`config.mk`:
```
export PLATFORM = sky130hd
export DESIGN_NAME = led_sweep_controller_flat
export DESIGN_NICKNAME = d
export VERILOG_FILES = /design/src/rtl/led_sweep_if.sv /design/src/rtl/led_sweep_controller.sv /design/src/flat_wrapper.sv
export SDC_FILE = /design/constraint.sdc
export NUM_CORES = 1
export LEC_CHECK = 0
export ABC_AREA = 1
export CAP_MARGIN = 20
export CORE_MARGIN = 8
export CORE_UTILIZATION = 50
export CTS_CLUSTER_DIAMETER = 200
export DETAILED_ROUTE_END_ITERATION = 8
export GPL_TIMING_DRIVEN = 0
export PLACE_DENSITY = 0.72
export SETUP_SLACK_MARGIN = 0.05
export SLEW_MARGIN = 20
export SYNTH_ARGS = -nofsm -noshare
export SYNTH_HDL_FRONTEND = slang
export SYNTH_SLANG_ARGS = --single-unit
```
`constraint.sdc`:
```
create_clock -name i_Clk -period 4.2 [get_ports i_Clk]
set_clock_uncertainty 0.05 [all_clocks]
set_input_delay 0.63 -clock i_Clk [delete_from_list [all_inputs] [get_ports i_Clk]]
set_output_delay 0.63 -clock i_Clk [all_outputs]
set_load 0.005 [all_outputs]
```
`src/rtl/led_sweep_if.sv`:
```
// -----------------------------------------------------------------------------
// led_sweep_if
// Purpose : Groups the control inputs and the status outputs of the LED sweep
//           sequencer into one bundle. Clock and reset are kept outside.
// Signals :
//   i_Enable     - 1 = prescaler advances, 0 = prescaler and index frozen
//   i_Mode       - 00 up, 01 down, 10 bounce, 11 hold
//   i_Load       - one-cycle strobe that preloads the index
//   i_Load_Value - value written to the index on i_Load
//   o_LED_Value  - current LED index (registered)
//   o_Dir        - current direction, 0 = up, 1 = down (registered)
//   o_Step       - one-cycle pulse when the index takes a stepped value
//   o_Wrap       - one-cycle pulse with o_Step on wrap (up/down) or reversal
// Modports:
//   master - board-side controls: drives the inputs, observes the status
//   slave  - the sequencer itself
// -----------------------------------------------------------------------------
interface led_sweep_if;
  logic       i_Enable;
  logic [1:0] i_Mode;
  logic       i_Load;
  logic [3:0] i_Load_Value;
  logic [3:0] o_LED_Value;
  logic       o_Dir;
  logic       o_Step;
  logic       o_Wrap;

  modport master (
    output i_Enable, i_Mode, i_Load, i_Load_Value,
    input  o_LED_Value, o_Dir, o_Step, o_Wrap
  );

  modport slave (
    input  i_Enable, i_Mode, i_Load, i_Load_Value,
    output o_LED_Value, o_Dir, o_Step, o_Wrap
  );
endinterface

```
`src/rtl/led_sweep_controller.sv`:
```
// -----------------------------------------------------------------------------
// led_sweep_controller
// Purpose : Steps a 4-bit LED index at a programmable rate in up, down,
//           bounce or hold mode, with synchronous preload. Emits a one-cycle
//           step pulse with every index step and a wrap pulse when the step
//           wraps (up/down) or reverses (bounce).
// Parameters:
//   CLKS_PER_STEP - clock cycles between index steps (>= 1)
// Ports:
//   i_Clk   - system clock, rising edge
//   i_Reset - synchronous, active-high reset
//   bus     - control/status bundle (led_sweep_if.slave)
// -----------------------------------------------------------------------------
module led_sweep_controller #(
  parameter int unsigned CLKS_PER_STEP = 25_000_000
) (
  input  logic           i_Clk,
  input  logic           i_Reset,
  led_sweep_if.slave     bus
);

  localparam int unsigned PW = (CLKS_PER_STEP <= 1) ? 1 : $clog2(CLKS_PER_STEP);
  localparam int unsigned TERM_INT = (CLKS_PER_STEP == 0) ? 0 : CLKS_PER_STEP - 1;
  localparam logic [PW-1:0] TERM = TERM_INT[PW-1:0];

  localparam logic [1:0] MODE_UP     = 2'b00;
  localparam logic [1:0] MODE_DOWN   = 2'b01;
  localparam logic [1:0] MODE_BOUNCE = 2'b10;
  localparam logic [1:0] MODE_HOLD   = 2'b11;

  logic [PW-1:0] presc_q, presc_d;
  logic [3:0]    led_q, led_d;
  logic          dir_q, dir_d;
  logic          step_q, step_d;
  logic          wrap_q, wrap_d;

  logic          advance_s;
  logic          terminal_s;

  // Prescaler only runs when enabled and not in hold; the terminal edge is the
  // one where it already holds the last count.
  always_comb begin
    advance_s  = bus.i_Enable && (bus.i_Mode != MODE_HOLD);
    terminal_s = advance_s && (presc_q == TERM);
  end

  // Next-state logic: load beats a coincident terminal edge, pulses default low.
  always_comb begin
    presc_d = presc_q;
    led_d   = led_q;
    dir_d   = dir_q;
    step_d  = 1'b0;
    wrap_d  = 1'b0;
    if (bus.i_Load) begin
      led_d   = bus.i_Load_Value;
      presc_d = '0;
    end else if (terminal_s) begin
      presc_d = '0;
      step_d  = 1'b1;
      case (bus.i_Mode)
        MODE_UP: begin
          led_d  = led_q + 4'd1;
          dir_d  = 1'b0;
          wrap_d = (led_q == 4'd15);
        end
        MODE_DOWN: begin
          led_d  = led_q - 4'd1;
          dir_d  = 1'b1;
          wrap_d = (led_q == 4'd0);
        end
        MODE_BOUNCE: begin
          // Bounce continues in whatever direction is currently held.
          if (!dir_q) begin
            if (led_q == 4'd15) begin
              led_d  = 4'd14;
              dir_d  = 1'b1;
              wrap_d = 1'b1;
            end else begin
              led_d  = led_q + 4'd1;
            end
          end else begin
            if (led_q == 4'd0) begin
              led_d  = 4'd1;
              dir_d  = 1'b0;
              wrap_d = 1'b1;
            end else begin
              led_d  = led_q - 4'd1;
            end
          end
        end
        default: begin
          // Hold never produces a terminal edge; keep state as a safe fallback.
          led_d  = led_q;
          dir_d  = dir_q;
          step_d = 1'b0;
          wrap_d = 1'b0;
        end
      endcase
    end else if (advance_s) begin
      presc_d = presc_q + {{(PW-1){1'b0}}, 1'b1};
    end else begin
      presc_d = presc_q;
    end
  end

  // State registers with synchronous reset.
  always_ff @(posedge i_Clk) begin
    if (i_Reset) begin
      presc_q <= '0;
      led_q   <= 4'd0;
      dir_q   <= 1'b0;
      step_q  <= 1'b0;
      wrap_q  <= 1'b0;
    end else begin
      presc_q <= presc_d;
      led_q   <= led_d;
      dir_q   <= dir_d;
      step_q  <= step_d;
      wrap_q  <= wrap_d;
    end
  end

  assign bus.o_LED_Value = led_q;
  assign bus.o_Dir       = dir_q;
  assign bus.o_Step      = step_q;
  assign bus.o_Wrap      = wrap_q;

endmodule

```
`src/flat_wrapper.sv`:
```
// flat-port wrapper written by rule: the top's interface ports become plain ports
module led_sweep_controller_flat 
#(
  parameter int unsigned CLKS_PER_STEP = 25_000_000
)
  (i_Clk, i_Reset, bus_i_Enable, bus_i_Mode, bus_i_Load, bus_i_Load_Value, bus_o_LED_Value, bus_o_Dir, bus_o_Step, bus_o_Wrap);
  led_sweep_if bus_i ();
  input  logic i_Clk;
  input  logic i_Reset;
  input wire logic [$bits(bus_i.i_Enable)-1:0] bus_i_Enable;
  input wire logic [$bits(bus_i.i_Mode)-1:0] bus_i_Mode;
  input wire logic [$bits(bus_i.i_Load)-1:0] bus_i_Load;
  input wire logic [$bits(bus_i.i_Load_Value)-1:0] bus_i_Load_Value;
  output wire logic [$bits(bus_i.o_LED_Value)-1:0] bus_o_LED_Value;
  output wire logic [$bits(bus_i.o_Dir)-1:0] bus_o_Dir;
  output wire logic [$bits(bus_i.o_Step)-1:0] bus_o_Step;
  output wire logic [$bits(bus_i.o_Wrap)-1:0] bus_o_Wrap;
  assign bus_i.i_Enable = bus_i_Enable;
  assign bus_i.i_Mode = bus_i_Mode;
  assign bus_i.i_Load = bus_i_Load;
  assign bus_i.i_Load_Value = bus_i_Load_Value;
  assign bus_o_LED_Value = bus_i.o_LED_Value;
  assign bus_o_Dir = bus_i.o_Dir;
  assign bus_o_Step = bus_i.o_Step;
  assign bus_o_Wrap = bus_i.o_Wrap;
  led_sweep_controller #(.CLKS_PER_STEP(CLKS_PER_STEP)) u_core (.i_Clk(i_Clk), .i_Reset(i_Reset), .bus(bus_i));
endmodule
```
## Word level (Yosys, flattened, before mapping)

Cells that the tools add are included.

| word-level totals | value |
|---|---|
| register bits | 32 |
| word-level logic and storage cells | 41 |
| input bits | 10 |
| output and inout bits | 7 |

| cells by class | value |
|---|---|
| reduce and logical (&&, ||, !) cells | 12 |
| muxes and demuxes | 14 |
| bitwise operators | 2 |
| equal/unequal tests | 5 |
| add/subtract/negate cells | 3 |

Operators with widths:

| kind | count |
|---|---|
| adder 25 x 1 -> 25 bit (second input constant) | 1 |
| equality test 25 bit (second input constant) | 1 |
| 2-to-1 mux 4 bit | 5 |
| case mux 4 bit (3 select lines) | 1 |
| OR reduction 3 bit | 3 |
| 2-to-1 mux 1 bit | 6 |
| case mux 1 bit (3 select lines) | 2 |
| adder 4 x 1 -> 4 bit (second input constant) | 1 |
| equality test 4 bit (second input constant) | 1 |
| zero test 4 bit | 1 |
| nonzero test 4 bit | 1 |
| subtractor 4 x 1 -> 4 bit (second input constant) | 1 |
| AND reduction 3 bit | 1 |
| nonzero test 3 bit | 1 |
| equality test 2 x 1 -> 1 bit (second input constant) | 1 |
| equality test 2 bit (second input constant) | 1 |
| logical AND 1 bit | 2 |
| zero test 2 bit | 1 |
| inequality test 2 bit (second input constant) | 1 |
| NOT 1 bit | 2 |
| AND reduction 2 bit | 1 |
| nonzero test 2 bit | 1 |

## Longest topological paths before layout

| depth | value |
|---|---|
| depth after elaboration | 6 |
| gate-level depth with buffers | 12 |
| depth with buffers taken out | 12 |

## Least setup slack after synthesis

No wires, ideal clock.

| timing path | value |
|---|---|
| path type | input-to-reg |
| from | in bus_i_Mode[0] |
| to | reg u_core.presc_q[20] |
| data required time | 4.035 ns |
| stages | 11 |
| data arrival time | 1.718 ns |
| path slack | 2.318 ns |
| buffers on the path | 0 |
| library setup time | 0.115 ns |
| cells stage by stage | ha_1 inv_2 nand2_4 nor2_4 nand2_4 nor2_4 nand2_4 nor2_4 nand2_2 xor2_1 nor2_2 |

| between the ends | value |
|---|---|
| cells in the longest elaborated chain, start to end | 4 |

RTL lines:

| element | RTL line | RTL |
|---|---|---|
| from (decl) | flat_wrapper.sv:11 | `input wire logic [$bits(bus_i.i_Mode)-1:0] bus_i_Mode;` |
| inequality test 2 bit (*) | led_sweep_controller.sv:43 | `advance_s = bus.i_Enable && (bus.i_Mode != MODE_HOLD);` |
| logical AND 1 bit (*) | led_sweep_controller.sv:43 |  |
| logical AND 1 bit | led_sweep_controller.sv:44 | `terminal_s = advance_s && (presc_q == TERM);` |
| OR reduction 3 bit (no line) | n/a |  |
| to (signal assigned) | led_sweep_controller.sv:115 | `presc_q <= presc_d;` |
| to (decl) | led_sweep_controller.sv:31 | `logic [PW-1:0] presc_q, presc_d;` |

Mark *: on every way between the ends. The rest lies on a longest branch, timed or not.
A chain may end at the register's enable or synchronous reset.

## Worst setup path after layout

| timing path | value |
|---|---|
| from | in bus_i_Mode[0] |
| to | reg u_core.presc_q[22] |

Same word-level chain as after synthesis.

==> impl_metrics.tcl <==
set metrics [dict create \
    run_status "finished, final reports clean" \
    number_of_setup_violations_in_the_final_report 0 \
    drt_pass_1_iters 4 \
    hold_class "reg -> reg" \
    final-max-slew-violation-count 0 \
    static-leakage-power_uw 0.00103 \
    wire_length_of_the_first_global_routing_pass_um 7320 \
    first_global_vias 1735 \
    filler_cell_count 381 \
    setup.worst_path.class "in -> reg" \
    tritoncts_clock_tree "done" \
    routed_wire_length_per_instance_um 11.6 \
    post_synth_xor_area_fraction_pct 7.97 \
    postSynthAreaPerCell_sq_um 7.17 \
    worstPathArrival_ns 2.36 \
    clk_pin_slew_ns 0.07 \
    hold_fails_final_rpt 0 \
    maxClockFrequency_ghz 0.447 \
    start_util_pct 52.2 \
    path_cells "clkdlybuf4s50_1 -> ha_1 -> inv_2 -> nand2_4 -> nor2_4 -> nand2_4 -> nor3_2 -> nand2_1 -> nor2_1 -> xor2_1 -> nor2_1" \
    routabilityCongestion 0.915 \
    critical_path.top_delay_family "simple AND/OR/NAND/NOR gates" \
    unrepaired_setup_endpoints_after_global_routing "no" \
    cts-hold-fix-buffers 0 \
    cts_post_setup_buffers_inserted 0 \
    main_combinational_cell_family_by_area_after_synthesis "simple AND/OR/NAND/NOR gates" \
    clk_latency_ns 0.28 \
    ios 17 \
    ctsResizeCount 0 \
    timing.critical_path.buf_inv 2 \
    synth_compound_area_share_pct 7.49 \
    drc_errors 0 \
    num_antenna_cells 0 \
    row_count 23 \
    finalCoreUtilization_pct 60.1 \
    netlist-cell-type-count 38 \
    final_layout_size_suffix_gt1_share_pct 14.6 \
    synth_enable_flop_cells 0 \
    layout.area.seq_sq_um 641 \
    mappedNetlistNets 308 \
    post_layout_min_period_ns 2.24 \
    multiplexer_fraction_of_the_synthesized_cell_area_pct 0 \
    power_dens_cells_nw_per_um2 264 \
    cp.required_ns 4.33 \
    max_stage_delay_ns 0.45 \
    drtIter0Drc 67 \
    min_period_over_period_pct 53.3 \
    htree_levels 2 \
    max_cap_violations 0 \
    grt_start_max_net_pins 11 \
    holdWs_ns 0.440 \
    post_syn_area_sq_um 2090 \
    power.share.clock_pct 38.1 \
    power.switching_fraction_pct 25.5 \
    post_synth_fa_ha_maj_area_fraction_pct 4.20 \
    power_frac_seq_pct 49.3 \
    r2r_slack_ns 2.37 \
    die-width_um 80.6 \
    yosys.area_share.simple_pct 40.3 \
    layoutNonFillerInstCount 365 \
    hpwl_um 3310 \
    worst_setup_sp_type "primary input" \
    worst_pin_slew_ns 0.454 \
    synth_cells 291 \
    synthesis.yosys.warnings 0 \
    p_int_uw 473 \
    clk_path_buf_depth 2 \
    num_vias 1841 \
    power.ir.vdd_worst_uv 159 \
    globalRoute.totalOverflow 0 \
    dpl.cell_count 357 \
    design.die.area_sq_um 6500 \
    drt-vias-per-instance 5.04 \
    area_delta_synth_final_pct 15.1 \
    gr-usage-all-layers_pct 14.1 \
    power.share.combinational_pct 12.5 \
    synth_seq_area_share_pct 30.7 \
    postRouteAntennaNets 0 \
    cts_buf_count 5 \
    critical_path.endpoint_type "flop" \
    slowest_cell_on_the_critical_path "sky130_fd_sc_hd__clkdlybuf4s50_1" \
    die_h_um 80.6 \
    power.switching_uw 162 \
    route.final.wire_length_um 4250 \
    multiInputGateArea_sq_um 1250 \
    cts_root_buffer "sky130_fd_sc_hd__clkbuf_8" \
    ys_async_sr_fraction_pct 0 \
    synth_flop_cell "sky130_fd_sc_hd__dfxtp_1" \
    placement.io_buffers 16 \
    antenna_found_initial 0 \
    max-slew-margin-rel_pct 69.8 \
    core_sq_um 4000 \
    cts.sink_count 32 \
    design.final.nets 331 \
    final.setup.tns_ns 0 \
    postSynthRegisterBits 32 \
    cp_max_fo 6 \
]
[per-layer routing]
metal	part of all wire [%]	vias to the layer above	global-route usage [%]	wire [um]
li1	-	972	-	-
met1	48	823	16.6	2050
met2	46	37	23.5	1970
met3	3.4	9	3.24	144
met4	2.1	0	6.55	91
met5	0	-	0	0
[final timing paths]
check	startpoint	cells past startpoint	end
setup / recovery	bus_i_Mode[0]	11	u_core.presc_q[22]
hold / removal	u_core.presc_q[1]	2	u_core.presc_q[1]
setup reg to reg	u_core.bus.o_LED_Value[0]	9	u_core.bus.o_LED_Value[2]
hold reg to reg	u_core.presc_q[1]	2	u_core.presc_q[1]
[cell type report]
type / instances / share of cell area, %
multi-input combinational: 211 / 52.1
buffer: 6 / 1.51
clock inverter: 2 / 0.417
timing repair buffer: 16 / 6.67
inverter: 42 / 6.56
sequential: 32 / 26.7
clock buffer: 6 / 3.44
tap: 50 / 2.60
[state kept, by name, summed over array words and instances (netlist names)]
name / count
u_core.bus.o_Wrap: 1
u_core.bus.o_Dir: 1
u_core.bus.o_Step: 1
u_core.presc_q: 25
u_core.bus.o_LED_Value: 4
[cells by family after synthesis]
group                    count (synthesis)
flip-flops                              32
XOR/XNOR                                19
buffers and inverters                   48
AO/OA/AOI/OAI                           26
adder cells (fa/ha/maj)                  7
AND/OR/NAND/NOR                        159
[stage by stage]
| stage | instance area [sq um] | worst slack [ns] | power (uW) |
|---|---|---|---|
| after floorplan | 2090 | 2.32 | 371 |
| after global placement | 2310 | 1.66 | 399 |
| after detailed placement | 2310 | 1.65 | 400 |
| after CTS | 2400 | 1.95 | 643 |
| after global routing | 2400 | 1.81 | 667 |
| final | 2400 | 1.96 | 635 |
[cell usage after synthesis (4+ instances only)]
cell                      count  area (sq um)
sky130_fd_sc_hd__nor2_2       4          25.0
sky130_fd_sc_hd__a21oi_1      9          45.0
sky130_fd_sc_hd__xnor2_1      5          43.8
sky130_fd_sc_hd__nand2_4      5          56.3
sky130_fd_sc_hd__nor2_4       5          56.3
sky130_fd_sc_hd__o21ai_0      8          40.0
sky130_fd_sc_hd__ha_1         7          87.6
sky130_fd_sc_hd__or2_2        4          25.0
sky130_fd_sc_hd__nor2_1      43           161
sky130_fd_sc_hd__nand3_1     19          95.1
sky130_fd_sc_hd__nand4_1     10          62.6
sky130_fd_sc_hd__nand2_1     48           180
sky130_fd_sc_hd__dfxtp_1     32           641
sky130_fd_sc_hd__inv_1       40           150
sky130_fd_sc_hd__xor2_1      14           123
[worst register-to-register path, cell delays in order, from the launching register on]
cell and delay [ns]:
sky130_fd_sc_hd__dfxtp_1 0.51, sky130_fd_sc_hd__inv_1 0.16, sky130_fd_sc_hd__ha_1 0.27, sky130_fd_sc_hd__xnor2_1 0.14, sky130_fd_sc_hd__or2_2 0.27, sky130_fd_sc_hd__nand2_1 0.07
sky130_fd_sc_hd__a21oi_1 0.06, sky130_fd_sc_hd__nor2_1 0.11, sky130_fd_sc_hd__nor2_1 0.05, sky130_fd_sc_hd__nor2_1 0.08
[power by group through the flow]
stage / logic, uW / registers [uW] / clock network [uW]
final: 79.6 / 313 / 242
after global routing: 90.5 / 314 / 263
after CTS: 80.3 / 313 / 250
after detailed placement: 80.1 / 320 / 0
after global placement: 78.8 / 320 / 0
after floorplan: 53.1 / 318 / 0
[placed cells by master (no fill, tap or decap), types with 2 or more instances in the layout]
cell	count
sky130_fd_sc_hd__o21ai_0	8
sky130_fd_sc_hd__nor4_1	2
sky130_fd_sc_hd__nor2_4	5
sky130_fd_sc_hd__nand3_2	3
sky130_fd_sc_hd__clkbuf_8	6
sky130_fd_sc_hd__clkdlybuf4s50_1	16
sky130_fd_sc_hd__ha_1	7
sky130_fd_sc_hd__xor2_1	14
sky130_fd_sc_hd__clkinv_2	2
sky130_fd_sc_hd__buf_2	2
sky130_fd_sc_hd__nor2_1	43
sky130_fd_sc_hd__inv_2	2
sky130_fd_sc_hd__or2_2	4
sky130_fd_sc_hd__nand2_1	48
sky130_fd_sc_hd__nor3_2	3
sky130_fd_sc_hd__dfxtp_1	32
sky130_fd_sc_hd__inv_1	40
sky130_fd_sc_hd__nand3_1	19
sky130_fd_sc_hd__nand2_4	5
sky130_fd_sc_hd__nor2_2	4
sky130_fd_sc_hd__xnor2_1	5
sky130_fd_sc_hd__buf_4	3
sky130_fd_sc_hd__a21oi_1	9
sky130_fd_sc_hd__nand2_2	3
sky130_fd_sc_hd__nor3_1	3
sky130_fd_sc_hd__nand4_1	10
sky130_fd_sc_hd__nor3b_1	2
sky130_fd_sc_hd__a31oi_1	2
No activity file was read; power rests on OpenSTA's default activity.
